===== config.mk =====
export PLATFORM = sky130hd
export DESIGN_NAME = p18_vga_timing_flat
export DESIGN_NICKNAME = d
export VERILOG_FILES = /design/src/rtl/p18_vga_timing_if.sv /design/src/rtl/p18_vga_timing.sv /design/src/flat_wrapper.sv
export SDC_FILE = /design/constraint.sdc
export NUM_CORES = 1
export LEC_CHECK = 0
export CAP_MARGIN = 20
export CORE_ASPECT_RATIO = 0.8
export CORE_MARGIN = 2
export CORE_UTILIZATION = 30
export CTS_CLUSTER_DIAMETER = 120
export DETAILED_ROUTE_END_ITERATION = 6
export PLACE_DENSITY = 0.45
export SLEW_MARGIN = 20
export SYNTH_ARGS = -nofsm -noshare
export SYNTH_HDL_FRONTEND = slang
export SYNTH_SLANG_ARGS = --single-unit

===== constraint.sdc =====
create_clock -name clk -period 2.42 [get_ports clk]
set_input_delay 0.484 -clock clk [delete_from_list [all_inputs] [get_ports clk]]
set_output_delay 0.484 -clock clk [all_outputs]
set_load 0.1 [all_outputs]

===== src/rtl/p18_vga_timing_if.sv =====
// Beam-timing bundle from the p18 timing generator to the painter stages.
// The generator drives every signal. Painters only read them.
interface p18_vga_timing_if;
  logic       hsync;
  logic       vsync;
  logic       display_on;
  logic [9:0] hpos;
  logic [8:0] vpos;
  logic       line_end;
  logic       frame_end;

  modport master (
    output hsync, vsync, display_on, hpos, vpos, line_end, frame_end
  );

  modport slave (
    input  hsync, vsync, display_on, hpos, vpos, line_end, frame_end
  );
endinterface


===== src/rtl/p18_vga_timing.sv =====
// Free-running VGA pixel-timing generator (default 640x480@60, 800x525 totals).
// Every output is registered from the next-state counters, so all outputs describe the same pixel.
module p18_vga_timing #(
  parameter int H_VISIBLE = 640,
  parameter int H_FRONT   = 16,
  parameter int H_SYNC    = 96,
  parameter int H_BACK    = 48,
  parameter int V_VISIBLE = 480,
  parameter int V_FRONT   = 10,
  parameter int V_SYNC    = 2,
  parameter int V_BACK    = 33,
  parameter int SYNC_POL  = 0,
  parameter int PIX_DIV   = 1
) (
  input  logic              clk,
  input  logic              rst_n,
  p18_vga_timing_if.master  vga
);
  localparam int H_TOTAL = H_VISIBLE + H_FRONT + H_SYNC + H_BACK;
  localparam int V_TOTAL = V_VISIBLE + V_FRONT + V_SYNC + V_BACK;

  localparam logic [9:0] H_LAST   = 10'(H_TOTAL - 1);
  localparam logic [9:0] H_VIS    = 10'(H_VISIBLE);
  localparam logic [9:0] HS_START = 10'(H_VISIBLE + H_FRONT);
  localparam logic [9:0] HS_END   = 10'(H_VISIBLE + H_FRONT + H_SYNC);
  localparam logic [9:0] V_LAST   = 10'(V_TOTAL - 1);
  localparam logic [9:0] V_VIS    = 10'(V_VISIBLE);
  localparam logic [9:0] VS_START = 10'(V_VISIBLE + V_FRONT);
  localparam logic [9:0] VS_END   = 10'(V_VISIBLE + V_FRONT + V_SYNC);
  localparam logic [1:0] DIV_LAST = 2'(PIX_DIV - 1);
  localparam logic       SYNC_ACT = (SYNC_POL != 0);

  logic [1:0] div, div_nxt;
  logic [9:0] hpos, hpos_nxt;
  logic [9:0] vcnt, vcnt_nxt;
  logic       tick;
  logic       hsync, hsync_nxt;
  logic       vsync, vsync_nxt;
  logic       display_on, display_on_nxt;
  logic       line_end, line_end_nxt;
  logic       frame_end, frame_end_nxt;

  always_comb begin
    tick     = (div == DIV_LAST);
    div_nxt  = tick ? 2'd0 : div + 2'd1;
    hpos_nxt = hpos;
    vcnt_nxt = vcnt;
    if (tick) begin
      if (hpos == H_LAST) begin
        hpos_nxt = '0;
        vcnt_nxt = (vcnt == V_LAST) ? 10'd0 : vcnt + 10'd1;
      end else begin
        hpos_nxt = hpos + 10'd1;
      end
    end

    // Flags are decoded from the next counters so they land in the same cycle as hpos/vpos.
    hsync_nxt      = ((hpos_nxt >= HS_START) && (hpos_nxt < HS_END)) ? SYNC_ACT : ~SYNC_ACT;
    vsync_nxt      = ((vcnt_nxt >= VS_START) && (vcnt_nxt < VS_END)) ? SYNC_ACT : ~SYNC_ACT;
    display_on_nxt = (hpos_nxt < H_VIS) && (vcnt_nxt < V_VIS);
    line_end_nxt   = (hpos_nxt == H_LAST) && (div_nxt == DIV_LAST);
    frame_end_nxt  = line_end_nxt && (vcnt_nxt == V_LAST);
  end

  always_ff @(posedge clk or negedge rst_n) begin
    if (!rst_n) begin
      div        <= '0;
      hpos       <= '0;
      vcnt       <= '0;
      hsync      <= ~SYNC_ACT;
      vsync      <= ~SYNC_ACT;
      display_on <= 1'b1;
      line_end   <= 1'b0;
      frame_end  <= 1'b0;
    end else begin
      div        <= div_nxt;
      hpos       <= hpos_nxt;
      vcnt       <= vcnt_nxt;
      hsync      <= hsync_nxt;
      vsync      <= vsync_nxt;
      display_on <= display_on_nxt;
      line_end   <= line_end_nxt;
      frame_end  <= frame_end_nxt;
    end
  end

  // vpos deliberately aliases above line 511; painters gate with display_on.
  assign vga.hsync      = hsync;
  assign vga.vsync      = vsync;
  assign vga.display_on = display_on;
  assign vga.hpos       = hpos;
  assign vga.vpos       = vcnt[8:0];
  assign vga.line_end   = line_end;
  assign vga.frame_end  = frame_end;
endmodule


===== src/flat_wrapper.sv =====
// flat-port wrapper written by rule: the top's interface ports become plain ports
module p18_vga_timing_flat 
#(
  parameter int H_VISIBLE = 640,
  parameter int H_FRONT   = 16,
  parameter int H_SYNC    = 96,
  parameter int H_BACK    = 48,
  parameter int V_VISIBLE = 480,
  parameter int V_FRONT   = 10,
  parameter int V_SYNC    = 2,
  parameter int V_BACK    = 33,
  parameter int SYNC_POL  = 0,
  parameter int PIX_DIV   = 1
)
  (clk, rst_n, vga_hsync, vga_vsync, vga_display_on, vga_hpos, vga_vpos, vga_line_end, vga_frame_end);
  p18_vga_timing_if vga_i ();
  input  logic clk;
  input  logic rst_n;
  output wire logic [$bits(vga_i.hsync)-1:0] vga_hsync;
  output wire logic [$bits(vga_i.vsync)-1:0] vga_vsync;
  output wire logic [$bits(vga_i.display_on)-1:0] vga_display_on;
  output wire logic [$bits(vga_i.hpos)-1:0] vga_hpos;
  output wire logic [$bits(vga_i.vpos)-1:0] vga_vpos;
  output wire logic [$bits(vga_i.line_end)-1:0] vga_line_end;
  output wire logic [$bits(vga_i.frame_end)-1:0] vga_frame_end;
  assign vga_hsync = vga_i.hsync;
  assign vga_vsync = vga_i.vsync;
  assign vga_display_on = vga_i.display_on;
  assign vga_hpos = vga_i.hpos;
  assign vga_vpos = vga_i.vpos;
  assign vga_line_end = vga_i.line_end;
  assign vga_frame_end = vga_i.frame_end;
  p18_vga_timing #(.H_VISIBLE(H_VISIBLE), .H_FRONT(H_FRONT), .H_SYNC(H_SYNC), .H_BACK(H_BACK), .V_VISIBLE(V_VISIBLE), .V_FRONT(V_FRONT), .V_SYNC(V_SYNC), .V_BACK(V_BACK), .SYNC_POL(SYNC_POL), .PIX_DIV(PIX_DIV)) u_core (.clk(clk), .rst_n(rst_n), .vga(vga_i));
endmodule

## Yosys cells after proc, flatten, opt, wreduce, memory -nomap -nowiden

Index checks and enable logic that the tools add are counted.

- Register bits after elaboration: 27
- Output and inout bits: 24

- $add $sub $neg: 3
- Order comparisons: 6
- Equality and inequality tests: 4
- Muxes and demuxes: 8
- Reductions and logical operators: 7

Operators by type and width:

| cell | number |
|---|---|
| two-way mux 10 bit | 5 |
| == test 10 bit, second input constant | 4 |
| adder 10 x 1 -> 10 bit, second input constant | 2 |
| less-than comparator 10 bit, second input constant | 2 |
| less-than comparator 10 x 9 -> 1 bit, second input constant | 2 |
| >= comparator 10 bit, second input constant | 1 |
| >= comparator 10 x 9 -> 1 bit, second input constant | 1 |
| logical AND 1 bit | 5 |
| logical NOT 2 bit | 2 |
| adder 2 x 1 -> 2 bit, second input constant | 1 |
| two-way mux 1 bit | 2 |
| two-way mux 2 bit | 1 |

## Depth between registers and ports, before layout

Gate-level depths: netlist (run 1).

- Depth after elaboration: 7
- Depth in mapped cells: 11
- Gate-level depth less buffers: 7

## Worst setup path before layout (run 1)

OpenSTA, ideal clock, no wires.

- Path kind: register -> register
- Start: register u_core.hpos[2], in the netlist u_core.vga.hpos[2]
- End: register u_core.vsync, in the netlist u_core.vga.vsync
- Setup time: 0.088 ns
- Arrival: 2.603 ns
- Data required time: 2.332 ns
- Setup slack: -0.271 ns
- Cell stages (with the launch flop): 8
- Path buffers: 2
- Path through: dfrtp_1 -> buf_4 -> and4_1 -> buf_4 -> nand4_2 -> or3_4 -> a221oi_2 -> or3b_1

- Cells in the longest elaborated chain, start to end: 6
- Elaborated cells between the ends (all ways): 7
- Classes of those cells: order compare: 2; eq/ne: 1; mux: 3; reduce/logical: 1

RTL lines:

| what | line | RTL |
|---|---|---|
| start, declared | p18_vga_timing.sv:34 | `logic [9:0] hpos, hpos_nxt;` |
| start signal, assigned | p18_vga_timing.sv:77 | `hpos <= hpos_nxt;` |
| == test 10 bit * | p18_vga_timing.sv:49 | `if (hpos == H_LAST) begin` |
| two-way mux 10 bit * | p18_vga_timing.sv:49 |  |
| two-way mux 10 bit * | p18_vga_timing.sv:48 | `if (tick) begin` |
| >= comparator 10 x 9 -> 1 bit or less-than comparator 10 x 9 -> 1 bit (tied branches) | p18_vga_timing.sv:59 | `vsync_nxt = ((vcnt_nxt >= VS_START) && (vcnt_nxt < VS_END)) ? SYNC_ACT : ~SYNC_ACT;` |
| logical AND 1 bit * | p18_vga_timing.sv:59 |  |
| two-way mux 1 bit * | p18_vga_timing.sv:59 |  |
| net u_core.vsync_nxt | p18_vga_timing.sv:38 | `logic vsync, vsync_nxt;` |
| end signal, assigned | p18_vga_timing.sv:71 | `vsync <= ~SYNC_ACT;` |
| end signal, assigned | p18_vga_timing.sv:80 | `vsync <= vsync_nxt;` |
| end, declared | p18_vga_timing.sv:38 |  |

Mark *: on every way through the listed nets, which the timed path passes. The rest lies on a longest branch.

## Worst setup path in the final report (run 1)

- Start: register u_core.div[0]
- End: register u_core.frame_end, in the netlist u_core.vga.frame_end

- Cells in the longest elaborated chain, start to end: 5
- Elaborated cells between the ends (all ways): 10
- Classes of those cells: add/sub: 1; eq/ne: 2; mux: 3; reduce/logical: 4

RTL lines:

| what | line | RTL |
|---|---|---|
| start, declared | p18_vga_timing.sv:33 | `logic [1:0] div, div_nxt;` |
| start signal, assigned | p18_vga_timing.sv:76 | `div <= div_nxt;` |
| logical NOT 2 bit | p18_vga_timing.sv:44 | `tick = (div == DIV_LAST);` |
| two-way mux 10 bit | p18_vga_timing.sv:48 |  |
| net u_core.hpos_nxt[9] | p18_vga_timing.sv:34 |  |
| == test 10 bit | p18_vga_timing.sv:61 | `line_end_nxt = (hpos_nxt == H_LAST) && (div_nxt == DIV_LAST);` |
| logical AND 1 bit | p18_vga_timing.sv:61 |  |
| logical AND 1 bit | p18_vga_timing.sv:62 | `frame_end_nxt = line_end_nxt && (vcnt_nxt == V_LAST);` |
| net u_core.frame_end_nxt | p18_vga_timing.sv:41 | `logic frame_end, frame_end_nxt;` |
| end signal, assigned | p18_vga_timing.sv:83 | `frame_end <= frame_end_nxt;` |
| end, declared | p18_vga_timing.sv:41 |  |

The timed path passes the listed nets, and every way through them passes these cells.

==> results_dict.tcl, run 1 <==
set metrics [dict create \
    fin_crit_sh_pct 94.9 \
    fp.dieH_microns 72.3 \
    fin_crit_ps 2300 \
    cts_buffers 3 \
    peakVddDrop_mv 0.230 \
    crit_path_max_fanout 8 \
    ys_types 53 \
    ff2ff_setup_slack_ps 120 \
    rr_startpoint "u_core.div[0]" \
    endpoint "u_core.vga.frame_end" \
    clk_pin_slew_ps 100 \
    cp.required_ps 2600 \
    gr-usage-all-layers_pct 14.8 \
    vias_per_cell 5.21 \
    p_per_area_nw_per_um2 346 \
    seq_area_frac_synth_pct 38.8 \
    worstReg2RegEnd "u_core.vga.frame_end" \
    cts.sinks 27 \
    cts_hold_buf 0 \
    row_count 24 \
    die-width_microns 89.4 \
    drtPass1Iterations 4 \
    synth_edf_count 0 \
    htreeDepth 1 \
    maxCapViolCount 0 \
    instances_no_fill 296 \
    final_nets 226 \
    numPortBuffers 25 \
    setup_viol 0 \
    finalSetupTns_ps 0 \
    synth.top_cell.area_share_pct 34.3 \
    outcome "completed" \
    setup_ws_ps 123 \
    reg2regPathDepth 7 \
    drive_gt1_share_pct 33.5 \
    yosys_warnings 0 \
    criticalPathCategory "flip-flop to flip-flop" \
    critPathArrivalTime_ps 2470 \
    fillers 579 \
    ys_ff_latch 27 \
    placed_cells 292 \
    grt_pass1_wl_microns 7330 \
    rsz0062_at_grt "yes" \
    num_vias 1541 \
    clk_latency_ps 270 \
    post_drt_wl_per_cell_microns 15.6 \
    antennaDiodeCount 0 \
    hp-class "flip-flop to flip-flop" \
    synth_most_common_cell "dfrtp_1" \
    route.detailed.drc 0 \
    ys_top_cells_by_area "dfrtp_1 (34%), buf_4 (4.7%), dfstp_2 (4.5%), nand2_1 (4.5%), o21ai_0 (4.0%)" \
    fin_skew_ps 5.81 \
    dpl.hpwl_microns 3530 \
    drt-total-wl_microns 4630 \
    netlist_instances 193 \
    grt_remaining_overflow 0 \
    p_leak_nw 0.886 \
    place_ws_ps 33.9 \
    worstSetupEndpointType "flip-flop" \
    startpoint "u_core.div[0]" \
    core_area_sq_um 5560 \
    finalHoldViolCount 0 \
    dr.first_iter.drc_count 119 \
    cts_buffer_depth 2 \
    grt_pass1_vias 1441 \
    syn_area_sq_um 1750 \
    worst_pin_slew_ps 448 \
    synth_common_cells "dfrtp_1 (24), nand2_1 (21), o21ai_0 (14)" \
    cts_root_buf "clkbuf_8" \
    syn_nets 200 \
    ant_nets 0 \
    synthArstFlopShare_pct 100 \
    die_area_sq_um 6470 \
    slew_viol_final 0 \
    post-route-util_pct 37.8 \
    io_pins 26 \
    ys.flop_type "dfrtp_1" \
    syn_avg_cell_area_sq_um 9.08 \
    place_congestion 0.839 \
    antenna_found_initial 0 \
    fmax_ghz 0.435 \
    cts_tree "done" \
    worst_setup_path_start_kind "flip-flop" \
    start_util_pct 31.5 \
    grt_max_degree 28 \
    relSlewSlack_pct 69.9 \
    synth_top_area_cell "dfrtp_1" \
    areaGrowthSynthToFinish_pct 19.9 \
]
==> worst max-delay path, cell delays in order (launching register included) <==
cell      delay (ps)
dfrtp_1          380
inv_1             80
ha_1             200
nand4_2          210
or4_1            570
a21oi_2          220
nand4b_1         190
nor4bb_2         350
==> cell families after synthesis <==
kind of cell	Yosys count	synth area share (%)
adders and majority gates	5	3.57
muxes	3	1.86
buffers and inverters	27	8.93
and+or+nand+nor	90	30.0
xor gates and xnor gates	7	3.50
DFF	27	38.8
AOI/OAI and AO/OA	34	13.4
==> through the flow <==
stage / hold WS (ps) / power, mW / instance area [sq um]
global placement: 506 / 0.472 / 2040
global route: 583 / 0.757 / 2100
floorplan: 188 / 0.460 / 1760
finish: 557 / 0.727 / 2100
detailed placement: 540 / 0.472 / 2040
CTS: 562 / 0.741 / 2090
==> layout by cell type (no fill, tap or decap), types with 2 or more instances in the layout <==
cell type  count
buf_4         39
nand2_1       21
dfrtp_1       15
o21ai_0       14
nand3_1       11
dfrtp_2        9
inv_1          8
nor2_1         8
nand4_1        7
nor3_1         6
or2_2          5
ha_1           5
and3_1         4
nor4_1         4
nand4b_1       4
xnor2_1        4
a21oi_1        3
xor2_1         3
or3_1          3
clkbuf_8       3
dfstp_2        3
and4_2         2
nand4_2        2
nor4bb_2       2
mux2_2         2
or4_1          2
a41oi_1        2
nor2b_1        2
==> flip-flops by register name, indices dropped and copies added (netlist names) <==
name and count:
u_core.vga.hpos 10, u_core.div 2, u_core.vga.hsync 1, u_core.vga.display_on 1, u_core.vcnt 10, u_core.vga.line_end 1, u_core.vga.frame_end 1, u_core.vga.vsync 1
==> worst min-delay path by stage <==
stage,from,endpoint,slack (ps),cells past startpoint
global route,u_core.div[1],u_core.div[0],580,1
floorplan,rst_n,u_core.div[0],190,0
finish,u_core.div[1],u_core.div[0],560,1
global placement,u_core.div[1],u_core.div[0],510,1
detailed placement,u_core.div[1],u_core.div[0],540,1
CTS,u_core.div[1],u_core.div[0],560,1
==> final cells by class <==
| type | instances | area, sq um | share of cell area [%] |
|---|---|---|---|
| Tap cell | 78 | 97.6 | 4.65 |
| Clock inverter | 1 | 7.51 | 0.357 |
| Clock buffer | 3 | 41.3 | 1.97 |
| Sequential cell | 27 | 691 | 32.9 |
| Multi-Input combinational cell | 139 | 931 | 44.3 |
| Timing Repair Buffer | 40 | 303 | 14.4 |
| Inverter | 8 | 30.0 | 1.43 |
==> power breakdown <==
part           leakage (nW)  internal, mW  total (mW)  switching, mW
Sequential            0.342         0.451       0.451              0
Combinational         0.523       0.00247      0.0115        0.00906
Clock                0.0217         0.117       0.265          0.148
Total                 0.886         0.570       0.727          0.157
==> layer usage <==
| metal | wire length (microns) | up-vias | track usage (%) |
|---|---|---|---|
| li1 | - | 753 | - |
| met3 | 177 | 2 | 3.19 |
| met2 | 1900 | 31 | 20.3 |
| met5 | 0 | - | 0 |
| met4 | 27 | 0 | 2.16 |
| met1 | 2520 | 755 | 23.8 |
==> repair_timing <==
| action | in CTS | in global routing |
|---|---|---|
| buffers inserted | 0 | 0 |
| resized for setup | 0 | 4 |
| endpoints found under the setup margin | 0 | 2 |
(Power assumes the default switching activity.)
==> run 2, diff against run 1 <==
Settings changed: MAX_ROUTING_LAYER set to met4.
==> results_dict.tcl, run 2 (synthesis gave the netlist of run 1 again) <==
set metrics [dict create \
    outcome "completed" \
    cp_slowest_cell "or3_4" \
    vias_per_cell 5.19 \
    maxCapViolCount 0 \
    place_congestion 0.875 \
    fin_crit_sh_pct 94.9 \
    cp.required_ps 2630 \
    fin_crit_ps 2300 \
    p_per_area_nw_per_um2 349 \
    numPortBuffers 25 \
    grt_max_degree 28 \
    start_util_pct 31.5 \
    clk_latency_ps 280 \
    core_area_sq_um 5560 \
    antennaDiodeCount 0 \
    grt_remaining_overflow 0 \
    die-width_microns 89.4 \
    criticalPathCategory "flip-flop to flip-flop" \
    cts_setup_buffers 0 \
    htreeDepth 1 \
    setup_viol 0 \
    grt_pass1_wl_microns 7430 \
    cts_buffer_depth 2 \
    p_leak_nw 0.886 \
    antenna_found_initial 0 \
    cts_tree "done" \
    die_area_sq_um 6470 \
    worstSetupEndpointType "flip-flop" \
    fillers 583 \
    row_count 24 \
    finalHoldViolCount 0 \
    instances_no_fill 296 \
    most-common-layout-cells "buf_4 (39), nand2_1 (21), dfrtp_1 (15), o21ai_0 (14), nand3_1 (11)" \
    largestRegisters "u_core.vcnt (10), u_core.vga.hpos (10), u_core.div (2)" \
    critPathTopFamily "simple AND/OR/NAND/NOR gates" \
    placed_cells 292 \
    critPathArrivalTime_ps 2510 \
    peakVddDrop_mv 0.183 \
    worst_setup_path_start_kind "flip-flop" \
    fp.dieH_microns 72.3 \
    final_nets 226 \
    worst-path-buf-inv 1 \
    cts.sinks 27 \
    crit_path_max_fanout 6 \
    final_common_cell "buf_4" \
    io_pins 26 \
    drtPass1Iterations 4 \
    worst_pin_slew_ps 480 \
    worstPathCellList "inv_1 -> ha_1 -> and4_2 -> nand4_2 -> or3_4 -> a221oi_2 -> or3b_1" \
    setup_ws_ps 124 \
    num_vias 1536 \
    finalSetupTns_ps 0 \
    relSlewSlack_pct 67.7 \
    slew_viol_final 0 \
    rsz0062_at_grt "no" \
    fmax_ghz 0.435 \
    hp-class "flip-flop to flip-flop" \
    gr-usage-all-layers_pct 15.5 \
    areaGrowthSynthToFinish_pct 19.6 \
    ant_nets 0 \
    drive_gt1_share_pct 32.6 \
    post_drt_wl_per_cell_microns 15.7 \
    place_ws_ps 93.3 \
    fin_skew_ps 11.1 \
    cts_buffers 3 \
    max_stage_delay_ps 420 \
    grt_pass1_vias 1394 \
    drt-total-wl_microns 4640 \
    route.detailed.drc 0 \
    clk_pin_slew_ps 100 \
    cts_root_buf "clkbuf_8" \
    dr.first_iter.drc_count 79 \
    dpl.hpwl_microns 3630 \
]
-- run 2: worst register-to-register path, stage by stage, from the launching register on --
cell	delay, ps
dfrtp_1	400
inv_1	60
ha_1	180
and4_2	310
nand4_2	180
or3_4	420
a221oi_2	290
or3b_1	390
-- run 2: area by class of cell --
class / instances / area [sq um] / area share (%)
clock buffer: 3 / 41.3 / 1.97
clock inverter: 1 / 7.51 / 0.358
timing repair buffer: 40 / 303 / 14.4
tap: 78 / 97.6 / 4.66
multi-input combinational: 139 / 926 / 44.2
sequential: 27 / 691 / 33.0
inverter: 8 / 30.0 / 1.43
-- run 2: final timing paths --
path / start / to / slack (ps) / cells after the start
worst max-delay path: u_core.div[1] / u_core.vga.vsync / 120 / 7
worst min-delay path: u_core.div[1] / u_core.div[0] / 550 / 1
worst max register to register: u_core.div[1] / u_core.vga.vsync / 120 / 7
worst min register to register: u_core.div[1] / u_core.div[0] / 550 / 1
max in group asynchronous: rst_n / u_core.vga.vsync / 1550 / 2
min in group asynchronous: rst_n / u_core.vga.hpos[7] / 570 / 2
-- run 2: through the flow --
stage	hold WS (ps)	cell area (sq um)	util, %	power [mW]
final	554	2100	37.7	0.730
after global routing	596	2100	37.7	0.765
after CTS	562	2090	37.5	0.741
after detailed placement	533	2040	36.7	0.472
after global placement	502	2040	36.7	0.472
after floorplan	188	1760	-	0.460
-- run 2: repair_timing --
action | 4_1_cts | 5_1_grt
resized for setup | 0 | 3
hold endpoints to repair | 0 | 0
endpoints found under the setup margin | 0 | 2
hold buffers | 0 | 0
-- run 2: report_power, final --
group | leakage, nW | internal, mW | total [mW] | switching [mW]
Sequential | 0.342 | 0.451 | 0.451 | 0
Combinational | 0.523 | 0.00247 | 0.0112 | 0.00870
Clock | 0.0217 | 0.117 | 0.268 | 0.151
-- run 2: routing by layer --
metal	up-vias	wire [microns]	GRT usage, %
li1	746	-	-
met1	749	2440	25.1
met2	39	1910	19.8
met3	2	269	2.73
met4	0	27	2.49
met5	-	0	-
